===== src/rtl/ul_core_pkg.sv =====
// Shared definitions for the ul_core accumulator CPU: opcode encoding,
// sequencer states and small decode helpers.
// Optional feature macro: UL_CORE_SUB_EN (enables the SUB instruction).
package ul_core_pkg;

  localparam int OPC_W = 3;

  typedef enum logic [OPC_W-1:0] {
    OP_NOP = 3'd0,
    OP_LDA = 3'd1,
    OP_STA = 3'd2,
    OP_ADD = 3'd3,
    OP_SUB = 3'd4,
    OP_JMP = 3'd5,
    OP_JZ  = 3'd6,
    OP_HLT = 3'd7
  } opcode_e;

  typedef enum logic [1:0] {
    FETCH  = 2'd0,
    DECODE = 2'd1,
    EXEC   = 2'd2,
    HALT   = 2'd3
  } state_e;

  // True when the opcode has a real subtract implementation in this build.
  function automatic logic op_is_sub(input opcode_e op);
`ifdef UL_CORE_SUB_EN
    return (op == OP_SUB);
`else
    return 1'b0;
`endif
  endfunction

endpackage


===== src/rtl/ul_alu.sv =====
// Combinational DATA_W-bit adder/subtractor for ul_core.
// carry_o is the carry out on add and the borrow on subtract.
module ul_alu #(
  parameter int DATA_W = 8
) (
  input  logic [DATA_W-1:0] a_i,
  input  logic [DATA_W-1:0] b_i,
  input  logic              sub_i,
  output logic [DATA_W-1:0] res_o,
  output logic              carry_o
);

  logic [DATA_W:0] sum_s;

  // One extra bit on the operands captures carry (add) or borrow (sub).
  always_comb begin
    sum_s = {(DATA_W+1){1'b0}};
    if (sub_i) begin
      sum_s = {1'b0, a_i} - {1'b0, b_i};
    end else begin
      sum_s = {1'b0, a_i} + {1'b0, b_i};
    end
  end

  assign res_o   = sum_s[DATA_W-1:0];
  assign carry_o = sum_s[DATA_W];

endmodule


===== src/rtl/ul_core.sv =====
// ul_core: self-sequencing accumulator CPU with a req/ack memory port.
// Fetch/decode/execute sequencer, PC/IR/AR/accumulator/flags and bus
// selection live here; the adder/subtractor is ul_alu.
// Optional feature macro: UL_CORE_SUB_EN. When undefined, opcode 4 decodes
// as NOP and the ALU subtract input is tied low.
// DATA_W must be at least ADDR_W + 3 so opcode and operand do not overlap.
module ul_core
  import ul_core_pkg::*;
#(
  parameter int DATA_W = 8,
  parameter int ADDR_W = 5
) (
  input  logic              clk,
  input  logic              rst_n,
  output logic              mem_req,
  output logic              mem_we,
  output logic [ADDR_W-1:0] mem_addr,
  output logic [DATA_W-1:0] mem_wdata,
  input  logic [DATA_W-1:0] mem_rdata,
  input  logic              mem_ack,
  output logic              halted,
  output logic [DATA_W-1:0] akku_dbg,
  output logic              zero
);

  state_e            state_q, state_d;
  logic [ADDR_W-1:0] pc_q, pc_d;
  logic [DATA_W-1:0] ir_q, ir_d;
  logic [ADDR_W-1:0] ar_q, ar_d;
  logic [DATA_W-1:0] akku_q, akku_d;
  logic              c_q, c_d;
  logic              z_q, z_d;

  opcode_e           opcode_s;
  logic [ADDR_W-1:0] operand_s;
  logic              req_s;
  logic              we_s;
  logic [ADDR_W-1:0] addr_s;
  logic              alu_sub_s;
  logic [DATA_W-1:0] alu_res_s;
  logic              alu_c_s;

  assign opcode_s  = opcode_e'(ir_q[DATA_W-1 -: OPC_W]);
  assign operand_s = ir_q[ADDR_W-1:0];

`ifdef UL_CORE_SUB_EN
  assign alu_sub_s = op_is_sub(opcode_s);
`else
  assign alu_sub_s = 1'b0;
`endif

  ul_alu #(
    .DATA_W (DATA_W)
  ) u_alu (
    .a_i     (akku_q),
    .b_i     (mem_rdata),
    .sub_i   (alu_sub_s),
    .res_o   (alu_res_s),
    .carry_o (alu_c_s)
  );

  // Architectural state: async clear to the documented reset values.
  always_ff @(posedge clk or negedge rst_n) begin
    if (!rst_n) begin
      state_q <= FETCH;
      pc_q    <= {ADDR_W{1'b0}};
      ir_q    <= {DATA_W{1'b0}};
      ar_q    <= {ADDR_W{1'b0}};
      akku_q  <= {DATA_W{1'b0}};
      c_q     <= 1'b0;
      z_q     <= 1'b1;
    end else begin
      state_q <= state_d;
      pc_q    <= pc_d;
      ir_q    <= ir_d;
      ar_q    <= ar_d;
      akku_q  <= akku_d;
      c_q     <= c_d;
      z_q     <= z_d;
    end
  end

  // Sequencer: next state, register loads and memory request selection.
  always_comb begin
    state_d = state_q;
    pc_d    = pc_q;
    ir_d    = ir_q;
    ar_d    = ar_q;
    akku_d  = akku_q;
    c_d     = c_q;
    z_d     = z_q;
    req_s   = 1'b0;
    we_s    = 1'b0;
    addr_s  = pc_q;

    case (state_q)
      FETCH: begin
        req_s  = 1'b1;
        addr_s = pc_q;
        if (mem_ack) begin
          ir_d    = mem_rdata;
          pc_d    = pc_q + ADDR_W'(1'b1);
          state_d = DECODE;
        end else begin
          state_d = FETCH;
        end
      end

      DECODE: begin
        ar_d = operand_s;
        case (opcode_s)
          OP_HLT:  state_d = HALT;
          OP_NOP:  state_d = FETCH;
`ifndef UL_CORE_SUB_EN
          OP_SUB:  state_d = FETCH;
`endif
          default: state_d = EXEC;
        endcase
      end

      EXEC: begin
        case (opcode_s)
          OP_LDA: begin
            req_s  = 1'b1;
            addr_s = ar_q;
            if (mem_ack) begin
              akku_d  = mem_rdata;
              z_d     = (mem_rdata == {DATA_W{1'b0}});
              state_d = FETCH;
            end else begin
              state_d = EXEC;
            end
          end
`ifdef UL_CORE_SUB_EN
          OP_ADD, OP_SUB: begin
`else
          OP_ADD: begin
`endif
            req_s  = 1'b1;
            addr_s = ar_q;
            if (mem_ack) begin
              akku_d  = alu_res_s;
              c_d     = alu_c_s;
              z_d     = (alu_res_s == {DATA_W{1'b0}});
              state_d = FETCH;
            end else begin
              state_d = EXEC;
            end
          end
          OP_STA: begin
            req_s  = 1'b1;
            we_s   = 1'b1;
            addr_s = ar_q;
            if (mem_ack) begin
              state_d = FETCH;
            end else begin
              state_d = EXEC;
            end
          end
          OP_JMP: begin
            pc_d    = ar_q;
            state_d = FETCH;
          end
          OP_JZ: begin
            if (z_q) begin
              pc_d = ar_q;
            end else begin
              pc_d = pc_q;
            end
            state_d = FETCH;
          end
          default: state_d = FETCH;
        endcase
      end

      HALT: begin
        state_d = HALT;
      end

      default: begin
        state_d = FETCH;
      end
    endcase
  end

  // Requests are decoded from registered state only; reset removes the
  // request immediately so an in-flight access is abandoned.
  assign mem_req   = req_s & rst_n;
  assign mem_we    = we_s & rst_n;
  assign mem_addr  = addr_s;
  assign mem_wdata = akku_q;
  assign halted    = (state_q == HALT);
  assign akku_dbg  = akku_q;
  assign zero      = z_q;

endmodule


===== config.mk =====
export PLATFORM = sky130hd
export DESIGN_NAME = ul_core
export DESIGN_NICKNAME = d
export VERILOG_FILES = /design/src/rtl/ul_core_pkg.sv /design/src/rtl/ul_alu.sv /design/src/rtl/ul_core.sv
export SDC_FILE = /design/constraint.sdc
export NUM_CORES = 1
export LEC_CHECK = 0
export ABC_AREA = 1
export BUFFER_PORTS_ARGS = -buffer_cell sky130_fd_sc_hd__clkbuf_2
export CAP_MARGIN = 25
export CORE_ASPECT_RATIO = 1.25
export CORE_MARGIN = 2
export CORE_UTILIZATION = 40
export CTS_CLUSTER_SIZE = 10
export DETAILED_ROUTE_END_ITERATION = 8
export PLACE_DENSITY = 0.65
export REMOVE_ABC_BUFFERS = 1
export SYNTH_ARGS = -nofsm -noshare
export SYNTH_HDL_FRONTEND = slang
export SYNTH_HIERARCHICAL = 1
export SYNTH_SLANG_ARGS = --single-unit

===== constraint.sdc =====
create_clock -name clk -period 2.1 [get_ports clk]
set_input_delay 0.42 -clock clk [delete_from_list [all_inputs] [get_ports clk]]
set_output_delay 0.42 -clock clk [all_outputs]
set_load 0.1 [all_outputs]

# Word level (Yosys, flattened, before mapping)

Index checks and enable logic that the tools add are counted.

Latch bits: 0
Memories kept: 0
Flip-flop bits (word level): 29
Bits in read-only memories: 0
Bits in writable memories: 0
Word-level logic and storage cells: 57
Input port bits: 11

Multipliers: 0
Muxes and demuxes: 21
Reductions and logical operators: 11
Eq/ne operators: 15
Add/subtract/negate cells: 2
Div/mod/pow operators: 0
$lt $le $gt $ge: 0
Shifts and indexed selects: 0
Bitwise logic cells: 2

Operators by type and width:

| cell                                          | number |
|---|---|
| 2-to-1 mux 5 bit                              | 4 |
| one-hot mux 5 bit (2 select lines)            | 2 |
| logical NOT 8 bit                             | 2 |
| 2-to-1 mux 8 bit                              | 2 |
| one-hot mux 8 bit (2 select lines)            | 1 |
| == test 3 bit, second input constant          | 4 |
| adder 8 bit                                   | 1 |
| one-hot mux 2 bit (4 select lines)            | 1 |
| AND reduction 4 bit                           | 2 |
| == test 3 x 2 -> 1 bit, second input constant | 2 |
| 2-to-1 mux 1 bit                              | 6 |
| != test 2 bit, second input constant          | 3 |
| adder 5 x 1 -> 5 bit, second input constant   | 1 |
| == test 2 bit, second input constant          | 2 |
| 2-to-1 mux 2 bit                              | 2 |
| one-hot mux 1 bit (2 select lines)            | 2 |
| one-hot mux 2 bit (2 select lines)            | 1 |
| nonzero test 2 bit                            | 2 |
| == test 3 x 1 -> 1 bit, second input constant | 1 |
| logical NOT 3 bit                             | 1 |
| != test 3 x 2 -> 1 bit, second input constant | 1 |
| != test 3 bit, second input constant          | 1 |
| OR reduction 3 bit                            | 1 |
| AND 1 bit                                     | 2 |
| 4 further kinds                               | 4 |

# Logic depth before layout (Yosys ltp)

Gate-level depths: netlist of run 1.

Depth in word-level cells: 5
Depth in mapped cells: 21
Gate-level depth less buffers: 21

# By module

Netlist of run 1, hierarchy kept.

Modules (own cells, without submodules):

| module  | instances | area an instance (sq um) | cells an instance | seq. area each (sq um) |
|---|---|---|---|---|
| ul_core | 1         | 1647.8                   | 209               | 726.9 |
| ul_alu  | 1         | 636.9                    | 121               | 0.0 |

# Worst setup path before layout of run 1

Ideal clock, no wire load.

Kind: reg-to-output
Start: register state_q[0]
End: output mem_we
Cell stages (with the launch flop): 4
Path buffers: 0
Setup slack: -1053 ps
Arrival time: 2733 ps
Path through: dfrtp_1 > inv_2 > nand2_4 > nor3_1

Cells in the longest elaborated chain, start to end: 3

RTL lines:

| element                | line           | source |
|---|---|---|
| from (decl)            | ul_core.sv:26  | `state_e state_q, state_d;` |
| from (signal assigned) | ul_core.sv:73  | `state_q <= state_d;` |
| == test 2 bit          | ul_core.sv:96  | `case (state_q)` |
| 2-to-1 mux 1 bit       | ul_core.sv:96  |  |
| AND 1 bit              | ul_core.sv:189 | `assign mem_we = we_s & rst_n;` |
| to (decl)              | ul_core.sv:16  | `output logic mem_we,` |

No other way between the ends.

# Worst setup path after layout of run 1

Start: register ir_q[5]
End: output mem_addr[3]

Cells in the longest elaborated chain, start to end: 4
Elaborated cells on any way between the ends: 6
Those cells by class: eq/ne: 3; mux: 2; reduce/logical: 1

RTL lines:

| element                                                          | line           | source |
|---|---|---|
| from (decl)                                                      | ul_core.sv:28  | `logic [DATA_W-1:0] ir_q, ir_d;` |
| from (signal assigned)                                           | ul_core.sv:67  | `ir_q <= {DATA_W{1'b0}};` |
| from (signal assigned)                                           | ul_core.sv:75  | `ir_q <= ir_d;` |
| == test 3 x 2 -> 1 bit or == test 3 x 1 -> 1 bit (tied branches) | ul_core.sv:122 | `case (opcode_s)` |
| OR reduction 3 bit (no source line) *                            | -              |  |
| 2-to-1 mux 5 bit *                                               | ul_core.sv:122 |  |
| 2-to-1 mux 5 bit *                                               | ul_core.sv:96  |  |
| to (decl)                                                        | ul_core.sv:17  | `output logic [ADDR_W-1:0] mem_addr,` |

Every way passes the cells marked *; elsewhere a longest branch is shown, timed or not.

==> impl_metrics.env, run 1 <==
export IMPL_status="completed"
export IMPL_drcViolationCount=0
export IMPL_final_setup_skew_ns=0.00738
export IMPL_final_cell_mix="nand2_1, inv_1, nor2_1"
export IMPL_cts_made_buffers=5
export IMPL_fill_cells=486
export IMPL_synth_area_per_cell_um2=7.08
export IMPL_top_layer="met4"
export IMPL_final_common_cell="nand2_1"
export IMPL_dp_cells=426
export IMPL_seq_area_um2=728
export IMPL_wl_met3_um=129
export IMPL_crit_required_ns=1.68
export IMPL_critPathMaxStageDelay_ns=0.45
export IMPL_grt_usage_pct=18.5
export IMPL_slew_headroom_pct=63.8
export IMPL_core_um2=5410
export IMPL_avgRoutedWirePerCell_um=12.1
export IMPL_clk_pin_slew_ns=0.06
export IMPL_peakVddDrop_mv=0.257
export IMPL_die_h_um=87.2
export IMPL_grt_antenna_before_repair=0
export IMPL_final_nets=394
export IMPL_insertion_delay_ns=0.28
export IMPL_crit_type="flip-flop to output port"
export IMPL_start_util_pct=41.0
export IMPL_fin_setup_tns_ns=0
export IMPL_multi_input_area_um2=1440
export IMPL_cellPowerDensity_nw_per_um2=466
export IMPL_hold_violations=0
export IMPL_crit_chain="nor2_2 > nor2_8 > nand2_4 > nor2_1 > a21oi_2 > buf_12"
export IMPL_antenna_cells=0
export IMPL_power_mw=1.41
export IMPL_num_io_pins=36
export IMPL_stdcell_count=437
export IMPL_power_internal_mw=1.07
export IMPL_drive_above_1_share_pct=37.0
export IMPL_drt_met1_wl_mm=2.11
export IMPL_hold_buffers=0
export IMPL_grt_first_pass_wirelength_mm=9.05
export IMPL_route_antenna_remaining_nets=0
export IMPL_switching_share_pct=24.4
export IMPL_cp_start_kind="flip-flop"
export IMPL_wl_mm=5.31
export IMPL_drtIter0Drc=76
export IMPL_p_leak_nw=1.59
export IMPL_cts_max_level=2
export IMPL_place_gp_congestion=0.793
export IMPL_dr_pass1_iters=4
export IMPL_setup_viol=0
export IMPL_cts_root_buffer="clkbuf_8"
export IMPL_area_growth_pct=37.2
export IMPL_final_min_period_over_clock_period_pct=98.7
export IMPL_period_needed_ns=2.07
export IMPL_cp_max_fo=12
export IMPL_pwr_share_comb_pct=18.3
export IMPL_cts_sinks=29
export IMPL_hpwl_mm=4.09
export IMPL_grt_pass1_vias=2054
export IMPL_gr_total_overflow=0
export IMPL_critPathTopFamily="simple AND/OR/NAND/NOR gates"
export IMPL_vias=2133
export IMPL_fp_dieW_um=70.6
export IMPL_clockPowerShare_pct=42.2
export IMPL_rsz0062_at_grt="yes"
export IMPL_port_buffers=35
export IMPL_endpoint_kind="output port"
export IMPL_path_buf_inv=1
export IMPL_maxCapViolCount=0
export IMPL_min_path_type="input port to asynchronous set/reset pin"
export IMPL_vias_per_cell=4.88
export IMPL_num_rows=30
export IMPL_yosys_warnings=6
export IMPL_grt_max_degree=30
export IMPL_cp_slowest_cell="dfrtp_1"
export IMPL_fp_dieArea_um2=6150
export IMPL_switchingPower_uw=345
export IMPL_wl_met2_mm=2.90
export IMPL_maxSlewViolCount=0
export IMPL_synth_area_um2=2220
export IMPL_worstMarginPinSlew_ns=0.545
export IMPL_cts_tree="done"
export IMPL_cts_buffer_depth=2
export IMPL_worstPathArrival_ns=1.65
export IMPL_synthCells=313
export IMPL_pwr_share_seq_pct=39.5
export IMPL_clock_fmax_mhz=482
area by class of cell:
| class | instances | area share (%) |
|---|---|---|
| Multi-Input combinational cell | 229 | 47.3 |
| Sequential cell | 29 | 24.0 |
| Timing Repair Buffer | 62 | 16.7 |
| Inverter | 45 | 5.64 |
| Clock buffer | 7 | 2.84 |
| Tap cell | 64 | 2.63 |
| Clock inverter | 1 | 0.988 |
per-layer routing:
metal | vias up | global-route usage (%)
li1 | 1094 | -
met3 | 13 | 3.01
met5 | - | 0
met4 | 0 | 9.61
met2 | 34 | 36.1
met1 | 992 | 18.7
power by group through the flow:
| stage | Sequential (mW) | Clock [mW] | Combinational [mW] |
|---|---|---|---|
| after detailed placement | 0.569 | 0 | 0.201 |
| after CTS | 0.559 | 0.613 | 0.230 |
| after global placement | 0.569 | 0 | 0.198 |
| after global routing | 0.558 | 0.633 | 0.287 |
| after floorplan | 0.569 | 0 | 0.0996 |
| final | 0.559 | 0.597 | 0.259 |
sequential cells by signal (all words and copies together), names as in the netlist:
name,cells
zero,1
akku_dbg,8
ar_q,5
ir_q,8
state_q,2
pc_q,5
path summary, 6_finish.rpt:
check	from	endpoint	slack, ns	cells past startpoint
setup / recovery	ir_q[5]$_DFFE_PN0P_	mem_addr[3]	0.03	6
hold / removal	rst_n	pc_q[0]$_DFFE_PN0P_	0.16	2
setup reg to reg	akku_dbg[0]$_DFFE_PN0P_	zero$_DFFE_PN1P_	0.12	16
hold reg to reg	ir_q[3]$_DFFE_PN0P_	ir_q[3]$_DFFE_PN0P_	0.47	2
max in group asynchronous	rst_n	zero$_DFFE_PN1P_	1.62	2
min in group clk	mem_rdata[7]	ir_q[7]$_DFFE_PN0P_	0.47	3
through the flow:
| step | cell area (um^2) | util (%) | setup slack [ns] | hold slack, ns |
|---|---|---|---|---|
| after CTS | 2920 | 54.0 | -0.00218 | 0.167 |
| final | 3040 | 56.2 | 0.0274 | 0.160 |
| after detailed placement | 2680 | 49.5 | -0.408 | 0.459 |
| after global placement | 2680 | 49.5 | -0.357 | 0.453 |
| after floorplan | 2140 | - | -1.05 | 0.124 |
| after global routing | 3040 | 56.2 | -0.140 | 0.195 |
repair_timing:
action,4_1_cts,5_1_grt
setup endpoints to repair,5,10
setup buffers,2,1
gates resized for setup,22,31
pin swaps,13,18
Note: power is estimated with default switching activity, not from simulation.
==> run 2: changes to the inputs <==
CTS_BUF_LIST = sky130_fd_sc_hd__clkbuf_4 sky130_fd_sc_hd__clkbuf_8   (was not set)
CTS_CLUSTER_SIZE = 28   (was 10)
==> impl_metrics.env, run 2 (synthesis results as in run 1) <==
export IMPL_final_common_cell="nand2_1"
export IMPL_power_mw=1.43
export IMPL_cts_made_buffers=5
export IMPL_avgRoutedWirePerCell_um=12.2
export IMPL_cts_buffer_depth=2
export IMPL_fp_dieW_um=70.6
export IMPL_cts_max_level=2
export IMPL_path_buf_inv=1
export IMPL_crit_type="flip-flop to output port"
export IMPL_cts_sinks=29
export IMPL_cp_slowest_cell="dfrtp_1"
export IMPL_endpoint_kind="output port"
export IMPL_cts_tree="done"
export IMPL_dp_cells=426
export IMPL_worst_r2r_cell_count=16
export IMPL_maxSlewViolCount=0
export IMPL_start_util_pct=41.0
export IMPL_grt_usage_pct=18.5
export IMPL_peakVddDrop_mv=0.253
export IMPL_place_ws_ns=-0.408
export IMPL_vias=2139
export IMPL_fin_setup_tns_ns=0
export IMPL_stdcell_count=437
export IMPL_crit_start="ir_q[5]$_DFFE_PN0P_"
export IMPL_clk_pin_slew_ns=0.06
export IMPL_setup_viol=0
export IMPL_place_gp_congestion=0.793
export IMPL_grt_pass1_vias=2054
export IMPL_rr_startpoint="akku_dbg[0]$_DFFE_PN0P_"
export IMPL_worstMarginPinSlew_ns=0.545
export IMPL_final_min_period_over_clock_period_pct=98.7
export IMPL_drive_above_1_share_pct=37.3
export IMPL_drtIter0Drc=64
export IMPL_insertion_delay_ns=0.28
export IMPL_gr_total_overflow=0
export IMPL_whs_ns=0.159
export IMPL_final_cell_mix="nand2_1, inv_1, nor2_1"
export IMPL_fin_area_um2=3040
export IMPL_vias_per_cell=4.89
export IMPL_grt_max_degree=30
export IMPL_cts_root_buffer="clkbuf_8"
export IMPL_rsz0062_at_grt="yes"
export IMPL_clock_fmax_mhz=483
export IMPL_area_growth_pct=37.3
export IMPL_period_needed_ns=2.07
export IMPL_core_um2=5410
export IMPL_fp_dieArea_um2=6150
export IMPL_slew_headroom_pct=63.8
export IMPL_hold_violations=0
export IMPL_min_path_type="input port to asynchronous set/reset pin"
export IMPL_setup_slack_ns=0.0277
export IMPL_wl_mm=5.35
export IMPL_route_antenna_remaining_nets=0
export IMPL_p_leak_nw=1.60
export IMPL_dr_pass1_iters=4
export IMPL_placed_area_um2=2680
export IMPL_cellPowerDensity_nw_per_um2=469
export IMPL_die_h_um=87.2
export IMPL_cp_start_kind="flip-flop"
export IMPL_worstPathArrival_ns=1.65
export IMPL_maxCapViolCount=0
export IMPL_critPathMaxStageDelay_ns=0.45
export IMPL_critPathTopFamily="simple AND/OR/NAND/NOR gates"
export IMPL_num_rows=30
export IMPL_grt_first_pass_wirelength_mm=9.05
export IMPL_hold_buffers=0
export IMPL_crit_chain="nor2_2 > nor2_8 > nand2_4 > nor2_1 > a21oi_2 > buf_12"
export IMPL_final_nets=394
export IMPL_cp_max_fo=12
export IMPL_path_depth=6
export IMPL_port_buffers=35
export IMPL_hpwl_mm=4.09
export IMPL_status="completed"
export IMPL_crit_required_ns=1.68
export IMPL_grt_antenna_before_repair=0
export IMPL_fill_cells=485
export IMPL_num_io_pins=36
export IMPL_drcViolationCount=0
export IMPL_final_setup_skew_ns=0.00618
export IMPL_utilization_pct=56.3
export IMPL_antenna_cells=0
run 2: changes by cell type in the layout (fill, tap and decap cells not counted):
cell,delta
clkbuf_4,+1
clkbuf_1,-1
run 2: cell type report:
cell class / count / area [um^2] / share of cell area [%]
Clock buffer: 7 / 90.1 / 2.96
Timing Repair Buffer: 62 / 507 / 16.7
Multi-Input combinational cell: 229 / 1440 / 47.2
Inverter: 45 / 171 / 5.63
Sequential cell: 29 / 728 / 23.9
Tap cell: 64 / 80.1 / 2.63
Clock inverter: 1 / 30.0 / 0.987
run 2: path summary, 6_finish.rpt:
| check | slack (ns) | to |
|---|---|---|
| max | 0.03 | mem_addr[3] |
| min | 0.16 | akku_dbg[2]$_DFFE_PN0P_ |
| max reg2reg | 0.12 | zero$_DFFE_PN1P_ |
| min reg2reg | 0.47 | ir_q[3]$_DFFE_PN0P_ |
| max in group asynchronous | 1.62 | zero$_DFFE_PN1P_ |
| min in group clk | 0.47 | ir_q[7]$_DFFE_PN0P_ |
run 2: per-layer routing:
layer | up-vias | wire [um] | GRT usage, %
met3 | 13 | 130 | 3.01
li1 | 1093 | - | -
met1 | 997 | 2150 | 18.7
met4 | 0 | 171 | 9.61
met5 | - | 0 | 0
met2 | 36 | 2900 | 36.1
run 2: timing repair:
action                     4_1_cts  5_1_grt
resized for setup               22       31
pin swaps                       13       18
gates cloned                     0        0
setup buffers                    2        1
setup endpoints to repair        5       10
run 2: where the power goes:
group / total, mW / leakage, nW / switching [mW] / internal, mW
Clock: 0.609 / 0.0619 / 0.210 / 0.399
Combinational: 0.259 / 1.15 / 0.134 / 0.125
Sequential: 0.559 / 0.391 / 0 / 0.559
Total: 1.43 / 1.60 / 0.344 / 1.08
